--- src/rtl/uart_axis_pkg.sv ---
// uart_axis_pkg: shared frame constants, FSM state type and bit-period helper for uart_axis
package uart_axis_pkg;
  localparam int DATA_WIDTH = 8;
  localparam int OVERSAMPLE = 8;
  localparam int IDX_W = $clog2(DATA_WIDTH);
  typedef enum logic [1:0] {IDLE, START, DATA, STOP} uart_state_e;
  function automatic logic [18:0] bit_period(input logic [15:0] ps);
    return 19'(ps == 16'd0 ? 16'd1 : ps) * 19'(OVERSAMPLE);
  endfunction
endpackage

--- src/rtl/uart_axis_rx.sv ---
// uart_axis_rx: input synchroniser, 8N1 receive FSM and m_axis holding register
module uart_axis_rx
  import uart_axis_pkg::*;
(
  input  logic                  clk_i,
  input  logic                  rst_ni,
  input  logic                  rx_i,
  input  logic [15:0]           prescale,
  output logic [DATA_WIDTH-1:0] m_axis_tdata,
  output logic                  m_axis_tvalid,
  input  logic                  m_axis_tready
);
  logic [1:0] sync_q;
  logic prev_q, rx_s, tick, good;
  uart_state_e st_q, st_d;
  logic [18:0] cnt_q, cnt_d, per_q, per_d;
  logic [DATA_WIDTH-1:0] sh_q, sh_d;
  logic [IDX_W-1:0] idx_q, idx_d;
  assign rx_s = sync_q[1];
  assign tick = cnt_q == '0;
  // next state: first timeout after the start edge lands mid-bit, later ones one bit apart
  always_comb begin
    st_d = st_q;
    cnt_d = tick ? per_q - 19'd1 : cnt_q - 19'd1;
    per_d = per_q;
    sh_d = sh_q;
    idx_d = idx_q;
    good = 1'b0;
    case (st_q)
      IDLE: if (prev_q && !rx_s) begin
        st_d = START;
        per_d = bit_period(prescale);
        cnt_d = (bit_period(prescale) >> 1) - 19'd1;
      end
      START: if (tick) begin
        st_d = rx_s ? IDLE : DATA;
        idx_d = '0;
      end
      DATA: if (tick) begin
        sh_d = {rx_s, sh_q[DATA_WIDTH-1:1]};
        idx_d = idx_q + IDX_W'(1);
        st_d = idx_q == IDX_W'(DATA_WIDTH - 1) ? STOP : DATA;
      end
      STOP: if (tick) begin
        st_d = IDLE;
        good = rx_s;
      end
    endcase
  end
  // state, synchroniser and output register; a new good byte beats a same-cycle handshake
  always_ff @(posedge clk_i) begin
    if (!rst_ni) begin
      sync_q <= 2'b11;
      prev_q <= 1'b1;
      st_q <= IDLE;
      cnt_q <= '0;
      per_q <= 19'(OVERSAMPLE);
      sh_q <= '0;
      idx_q <= '0;
      m_axis_tvalid <= 1'b0;
      m_axis_tdata <= '0;
    end else begin
      sync_q <= {sync_q[0], rx_i};
      prev_q <= rx_s;
      st_q <= st_d;
      cnt_q <= cnt_d;
      per_q <= per_d;
      sh_q <= sh_d;
      idx_q <= idx_d;
      m_axis_tvalid <= good || (m_axis_tvalid && !m_axis_tready);
      m_axis_tdata <= good ? sh_q : m_axis_tdata;
    end
  end
endmodule

--- src/rtl/uart_axis.sv ---
// uart_axis: full-duplex 8N1 UART with AXI-Stream byte ports; define UART_LOOPBACK_EN to feed TX_o into the receiver
module uart_axis
  import uart_axis_pkg::*;
(
  input  logic                  clk_i,
  input  logic                  rst_ni,
  input  logic                  RX_i,
  output logic                  TX_o,
  input  logic [DATA_WIDTH-1:0] s_axis_tdata,
  input  logic                  s_axis_tvalid,
  output logic                  s_axis_tready,
  output logic [DATA_WIDTH-1:0] m_axis_tdata,
  output logic                  m_axis_tvalid,
  input  logic                  m_axis_tready,
  input  logic [15:0]           prescale
);
  uart_state_e st_q, st_d;
  logic [18:0] cnt_q, cnt_d, per_q, per_d;
  logic [DATA_WIDTH-1:0] sh_q, sh_d;
  logic [IDX_W-1:0] idx_q, idx_d;
  logic tick, accept, tx_d, rdy_d, rx_in;
  assign tick = cnt_q == '0;
  assign accept = s_axis_tvalid && s_axis_tready;
`ifdef UART_LOOPBACK_EN
  logic unused_rx;
  assign unused_rx = RX_i;
  assign rx_in = TX_o;
`else
  assign rx_in = RX_i;
`endif
  // TX next state: each bit is held for one latched bit period, shifting LSB first
  always_comb begin
    st_d = st_q;
    cnt_d = tick ? per_q - 19'd1 : cnt_q - 19'd1;
    per_d = per_q;
    sh_d = sh_q;
    idx_d = idx_q;
    tx_d = TX_o;
    rdy_d = (st_q == IDLE && !accept) || (st_q == STOP && tick);
    case (st_q)
      IDLE: if (accept) begin
        st_d = START;
        per_d = bit_period(prescale);
        cnt_d = bit_period(prescale) - 19'd1;
        sh_d = s_axis_tdata;
        tx_d = 1'b0;
      end
      START: if (tick) begin
        st_d = DATA;
        idx_d = '0;
        tx_d = sh_q[0];
      end
      DATA: if (tick) begin
        sh_d = sh_q >> 1;
        idx_d = idx_q + IDX_W'(1);
        st_d = idx_q == IDX_W'(DATA_WIDTH - 1) ? STOP : DATA;
        tx_d = idx_q == IDX_W'(DATA_WIDTH - 1) || sh_q[1];
      end
      STOP: if (tick) st_d = IDLE;
    endcase
  end
  // TX state register; the line and tready are registered so reset forces them immediately
  always_ff @(posedge clk_i) begin
    if (!rst_ni) begin
      st_q <= IDLE;
      cnt_q <= '0;
      per_q <= 19'(OVERSAMPLE);
      sh_q <= '0;
      idx_q <= '0;
      TX_o <= 1'b1;
      s_axis_tready <= 1'b0;
    end else begin
      st_q <= st_d;
      cnt_q <= cnt_d;
      per_q <= per_d;
      sh_q <= sh_d;
      idx_q <= idx_d;
      TX_o <= tx_d;
      s_axis_tready <= rdy_d;
    end
  end
  uart_axis_rx u_rx (
    .clk_i(clk_i),
    .rst_ni(rst_ni),
    .rx_i(rx_in),
    .prescale(prescale),
    .m_axis_tdata(m_axis_tdata),
    .m_axis_tvalid(m_axis_tvalid),
    .m_axis_tready(m_axis_tready)
  );
endmodule

--- config.mk ---
export PLATFORM = sky130hd
export DESIGN_NAME = uart_axis
export DESIGN_NICKNAME = d
export VERILOG_FILES = /design/src/rtl/uart_axis_pkg.sv /design/src/rtl/uart_axis_rx.sv /design/src/rtl/uart_axis.sv
export SDC_FILE = /design/constraint.sdc
export NUM_CORES = 1
export LEC_CHECK = 0
export CORE_MARGIN = 4
export CORE_UTILIZATION = 50
export DETAILED_ROUTE_END_ITERATION = 10
export GPL_TIMING_DRIVEN = 0
export PLACE_DENSITY = 0.71
export SKIP_LAST_GASP = 1
export SLEW_MARGIN = 15
export SYNTH_ARGS = -nofsm -noshare
export SYNTH_HDL_FRONTEND = slang
export SYNTH_SLANG_ARGS = --single-unit
--- constraint.sdc ---
create_clock -name clk_i -period 4.49 [get_ports clk_i]
set_clock_uncertainty 0.15 [all_clocks]
set_input_delay 0.898 -clock clk_i [delete_from_list [all_inputs] [get_ports clk_i]]
set_output_delay 0.898 -clock clk_i [all_outputs]
set_load 0.005 [all_outputs]
---- After elaboration in Yosys (flattened, before gate mapping) ----
Index checks and enable logic that the tools add are counted.
word-level totals
  flip-flop bits (word level) ............. 110
  output and inout port bits .............. 11
  word-level logic and storage cells ...... 104
cells by class
  add/subtract/negate cells ............... 8
  equal/unequal tests ..................... 16
  muxes and demuxes ....................... 35
  reduce and logical (&&, ||, !) cells .... 29
operator list
  operator                                              count
  2-to-1 mux 19 bit                                     6
  subtractor 19 x 1 -> 19 bit (second input constant)   5
  zero test 19 bit                                      2
  subtractor 18 x 1 -> 19 bit (second input constant)   1
  2-to-1 mux 2 bit                                      9
  zero test 16 bit                                      1
  2-to-1 mux 16 bit                                     1
  2-to-1 mux 8 bit                                      2
  case mux 2 bit (4 select lines)                       2
  case mux 8 bit (2 select lines)                       1
  2-to-1 mux 3 bit                                      4
  case mux 3 bit (2 select lines)                       2
  AND reduction 4 bit                                   3
  AND reduction 3 bit                                   3
  equality test 2 bit (second input constant)           4
  != test 2 x 1 -> 1 bit (second input constant)        4
  != test 2 bit (second input constant)                 4
  2-to-1 mux 1 bit                                      7
  adder 3 x 1 -> 3 bit (second input constant)          2
  equality test 3 bit (second input constant)           2
  AND reduction 2 bit                                   3
  nonzero test 2 bit                                    3
  logical AND 1 bit                                     5
  equality test 2 x 1 -> 1 bit (second input constant)  2
  5 further kinds                                       10

---- Longest topological paths before layout ----
Gate-level depths: netlist of run 1.
  word-level depth ........................ 5
  gate-level depth with buffers ........... 11
  mapped depth without buffers ............ 10

---- Cells and area by module ----
Synthesis of run 1 repeated with hierarchy kept, for this count alone.
second synthesis, totals
  cell total of the unflattened synthesis .. 768
  area, all modules ....................... 6246.0 µm²
modules (own cells, without submodules)
  module        times used  cells each  area each (µm²)  seq. area each (µm²)
  uart_axis_rx  1           396         3238.1           1201.2
  uart_axis     1           372         3007.9           1001.0

---- Worst setup path after synthesis of run 1 ----
No wires, ideal clock.
  path type ............................... input-to-reg
  start point ............................. input port prescale[12]
  end point ............................... register cnt_q[17]
  data arrival time ....................... 2938 ps
  setup slack ............................. 1316 ps
  cell stages on the path ................. 11
  cell sequence ........................... clkbuf_1 nor4_4 nand4_1 o21bai_1 inv_1 ha_1 nor3b_1 nand4_1 xor2_1 a22o_1 a211oi_1
on the way
  longest elaborated chain between the ends .. 5
ends and longest elaborated chain
  what                             RTL line            RTL
  start, declared                  uart_axis.sv:15     input logic [15:0] prescale
  zero test 16 bit                 uart_axis_pkg.sv:8  return 19'(ps == 16'd0 ? 16'd1 : ps) * 19'(OVERSAMPLE);
  2-to-1 mux 16 bit (*)            uart_axis_pkg.sv:8
  subtractor 19 x 1 -> 19 bit (*)  uart_axis.sv:44     cnt_d = bit_period(prescale) - 19'd1;
  2-to-1 mux 19 bit (*)            uart_axis.sv:41     IDLE: if (accept) begin
  2-to-1 mux 19 bit (*)            uart_axis.sv:40     case (st_q)
  end signal, assigned             uart_axis.sv:74     cnt_q <= cnt_d;
  end, declared                    uart_axis.sv:18     logic [18:0] cnt_q, cnt_d, per_q, per_d;
Mark *: on every way between the ends. The rest lies on a longest branch, timed or not.
A chain may end at the register's enable or synchronous reset.

---- Worst setup path in the final report of run 1 ----
  start point ............................. input port prescale[8]
  end point ............................... register cnt_q[17]
The elaborated chain is that of the path after synthesis.

==> results of run 1 <==
## flip-flops by register name, indices dropped and copies added, names as in the netlist, named ones only
| register | count |
|---|---|
| u_rx.per_q | 16 |
| u_rx.sync_q | 2 |
| TX_o | 1 |
| idx_q | 3 |
| per_q | 16 |
| u_rx.sh_q | 8 |
| sh_q | 8 |
| u_rx.cnt_q | 19 |
| u_rx.st_q | 1 |
| cnt_q | 19 |
| s_axis_tready | 1 |
| u_rx.m_axis_tvalid | 1 |
| u_rx.m_axis_tdata | 8 |
| u_rx.prev_q | 1 |
| u_rx.idx_q | 3 |
| st_q | 2 |
## layer usage
metal  GRT usage  routed length, um
met1       0.328               7820
met5           0                  0
met2       0.410               8200
met4       0.103                516
met3      0.0415               1230
## stage by stage
stage,util,worst slack [ns],cell area (sq um)
finish,0.586,0.764,7090
global route,0.586,0.590,7090
CTS,0.586,0.814,7090
detailed placement,0.561,0.440,6790
global placement,0.561,0.489,6790
floorplan,-,1.32,6250
## worst max-delay path by stage
stage,startpoint,end,cells past startpoint
3_3_place_gp,prescale[8],cnt_q[17]$_SDFF_PN0_,11
6_report,prescale[8],cnt_q[17]$_SDFF_PN0_,11
5_1_grt,prescale[8],cnt_q[17]$_SDFF_PN0_,11
2_1_floorplan,prescale[12],cnt_q[17]$_SDFF_PN0_,11
4_1_cts,prescale[8],cnt_q[17]$_SDFF_PN0_,11
3_5_place_dp,prescale[8],cnt_q[17]$_SDFF_PN0_,11
## critical path, cell delays in order
cell,delay [ns]
clkdlybuf4s50_1,0.55
nor4_2,0.50
nand4_1,0.23
o21bai_1,0.40
inv_1,0.09
ha_1,0.32
nor3b_1,0.19
nand4_1,0.13
xor2_1,0.25
a22o_1,0.19
a211oi_1,0.05
## cell usage in the layout, fill, tap and decap left out, types with 19 or more instances in the layout
cell,instances
nor2_1,54
a21oi_1,79
nand3_1,27
ha_1,20
clkbuf_1,27
nand2_1,94
inv_1,19
dfxtp_1,110
o21ai_0,25
xnor2_1,39
clkdlybuf4s50_1,33
nor3_1,20
## logic make-up after synthesis
| logic type | count (synthesis) | share of synthesized area |
|---|---|---|
| AND/OR/NAND/NOR | 311 | 0.277 |
| buffers and inverters | 57 | 0.0394 |
| multiplexers | 18 | 0.0288 |
| adder cells (fa/ha/maj) | 20 | 0.0400 |
| flip-flops | 110 | 0.352 |
| XOR/XNOR | 53 | 0.0742 |
| AO/OA/AOI/OAI | 185 | 0.189 |
## final cells by class
type,instances,area share
clock inverter,2,0.00194
buffer,38,0.0247
sequential,110,0.311
multi-input combinational,587,0.537
tap,168,0.0296
timing repair buffer,33,0.0466
inverter,19,0.0101
clock buffer,14,0.0400
## power groups by stage
stage | Combinational [mW] | Clock, mW | Sequential [mW]
after floorplan | 1.50 | 0 | 1.42
after global placement | 1.89 | 0 | 1.46
after detailed placement | 1.93 | 0 | 1.48
after CTS | 1.95 | 0.802 | 1.46
after global routing | 2.18 | 0.845 | 1.50
final | 1.97 | 0.804 | 1.46
==> flow_summary.json, run 1 <==
{
  "p_leak_nw": 2.43,
  "synthTopCellsByArea": "dfxtp_1, a21oi_1, nand2_1",
  "antenna_found_initial": 0,
  "syn_area_sq_um": 6250,
  "register_area_sq_um": 2200,
  "relSlewSlack": 0.203,
  "slew_violations": 0,
  "final_hold_viol_count": 0,
  "internal-power_mw": 2.43,
  "root_buffer": "clkbuf_16",
  "critical_path.endpoint_type": "flop",
  "gr-total-overflow": 0,
  "fin_crit_ns": 3.73,
  "portBuffers": 33,
  "power_frac_comb": 0.465,
  "hp-start": "u_rx.sync_q[0]$_SDFF_PN1_",
  "post_cts_buffers": 0,
  "worst_setup_path_start_kind": "primary input",
  "layout-drive-gt1-share": 0.0635,
  "power_mw": 4.24,
  "drcViolationCount": 0,
  "max_cap_violations": 0,
  "r2r_start": "st_q[0]$_SDFFE_PN0P_",
  "p_per_area_nw_per_um2": 597,
  "dp_hpwl_mm": 13.3,
  "fin_nets": 847,
  "status": "completed",
  "h-tree-depth": 3,
  "reg2reg_depth": 7,
  "wl_per_cell_um": 18.3,
  "hold_path_end": "u_rx.sync_q[1]$_SDFF_PN1_",
  "hold_class": "flop to flop",
  "ant_nets": 0,
  "cts_resized": 0,
  "dp_cells": 955,
  "routed_wl_mm": 17.8,
  "gp_congestion": 0.911,
  "hold_ws_ns": 0.270,
  "area_delta_synth_final_pct": 13.4,
  "dieArea_sq_um": 14400,
  "coreArea_sq_um": 12100,
  "synth_cells": 754,
  "cp.required_ns": 4.56,
  "clkPwrFrac": 0.190,
  "ir_drop_mv": 0.227,
  "initial_core_util": 0.516,
  "first_pass_iters": 6,
  "yosysMostFrequentCell": "dfxtp_1",
  "ys_seq_elements": 110,
  "cts_hold_buf": 0,
  "cts_tree": "done",
  "grt_max_degree": 17,
  "yosysWarnings": 0,
  "path_clk_slew_ns": 0.07,
  "async_reset_ff_frac": 0,
  "finalNonFillerCells": 971,
  "nFillCells": 1149,
  "via_count": 5918,
  "worstMarginPinSlew_ns": 1.19,
  "post-route-period-util": 0.830,
  "p_sw_mw": 1.80,
  "setup_viol": 0,
  "multi_input_area_sq_um": 3800,
  "fp.dieW_um": 120,
  "syn-num-nets": 803,
  "grtUsageTotal": 0.250,
  "cts_made_buffers": 9,
  "crit_fanout": 7,
  "synth_edf_count": 0,
  "cts_buffer_depth": 2,
  "critical_path_class": "primary input to flop",
  "clock.fmax_mhz": 268,
  "crit_arrival_ns": 3.79,
  "synth_top_cell_by_area": "dfxtp_1",
  "seq_power_share": 0.345,
  "r2r-end": "cnt_q[12]$_SDFF_PN0_",
  "tns_ns": 0,
  "rows": 40,
  "grt_pass1_vias": 5781,
  "synth_ff_type": "dfxtp_1",
  "synth_seq_area_share": 0.352,
  "swShare": 0.426,
  "drt-initial-drc-count": 565,
  "viasPerCell": 6.09,
  "avgSynthCellArea_sq_um": 8.29,
  "rsz0062_at_grt": "false",
  "min_path_cells": 1,
  "ios": 40,
  "die_y_um": 120,
  "grt_pass1_wl_mm": 28.9,
  "r2r_slack_ns": 1.86,
  "clkSinkCount": 110,
  "synthDistinctLibCells": 70,
  "synthTopCellsByCount": "dfxtp_1, nand2_1, a21oi_1, nor2_1, xnor2_1",
  "diodes": 0,
  "yosys.area.top_type_share": 0.352,
  "clk_latency_ns": 0.36
}
No activity file was read; power rests on OpenSTA's default activity.
==> run 2, diff against run 1 <==
- clock period: 4.49 -> 3.9 ns (I/O delays scaled with it)
==> results of run 2 <==
Same layout as run 1 (identical final DEF). Status: completed.
Main changes from that run: setup slack after placement 0.440 ns -> -0.0321 ns; setup slack after layout 0.764 ns -> 0.292 ns; register-to-register setup slack 1.86 ns -> 1.27 ns; total power 4.24 mW -> 4.88 mW; worst IR drop on VDD 0.227 mV -> 0.262 mV
==> run 3, diff against run 2 <==
- CTS_CLUSTER_SIZE: not set -> 24
==> results of run 3 <==
Same layout as run 1 (identical final DEF). Status: completed.
Main changes from that run: setup slack after placement 0.440 ns -> -0.0321 ns; setup slack after layout 0.764 ns -> 0.292 ns; register-to-register setup slack 1.86 ns -> 1.27 ns; total power 4.24 mW -> 4.88 mW; worst IR drop on VDD 0.227 mV -> 0.262 mV
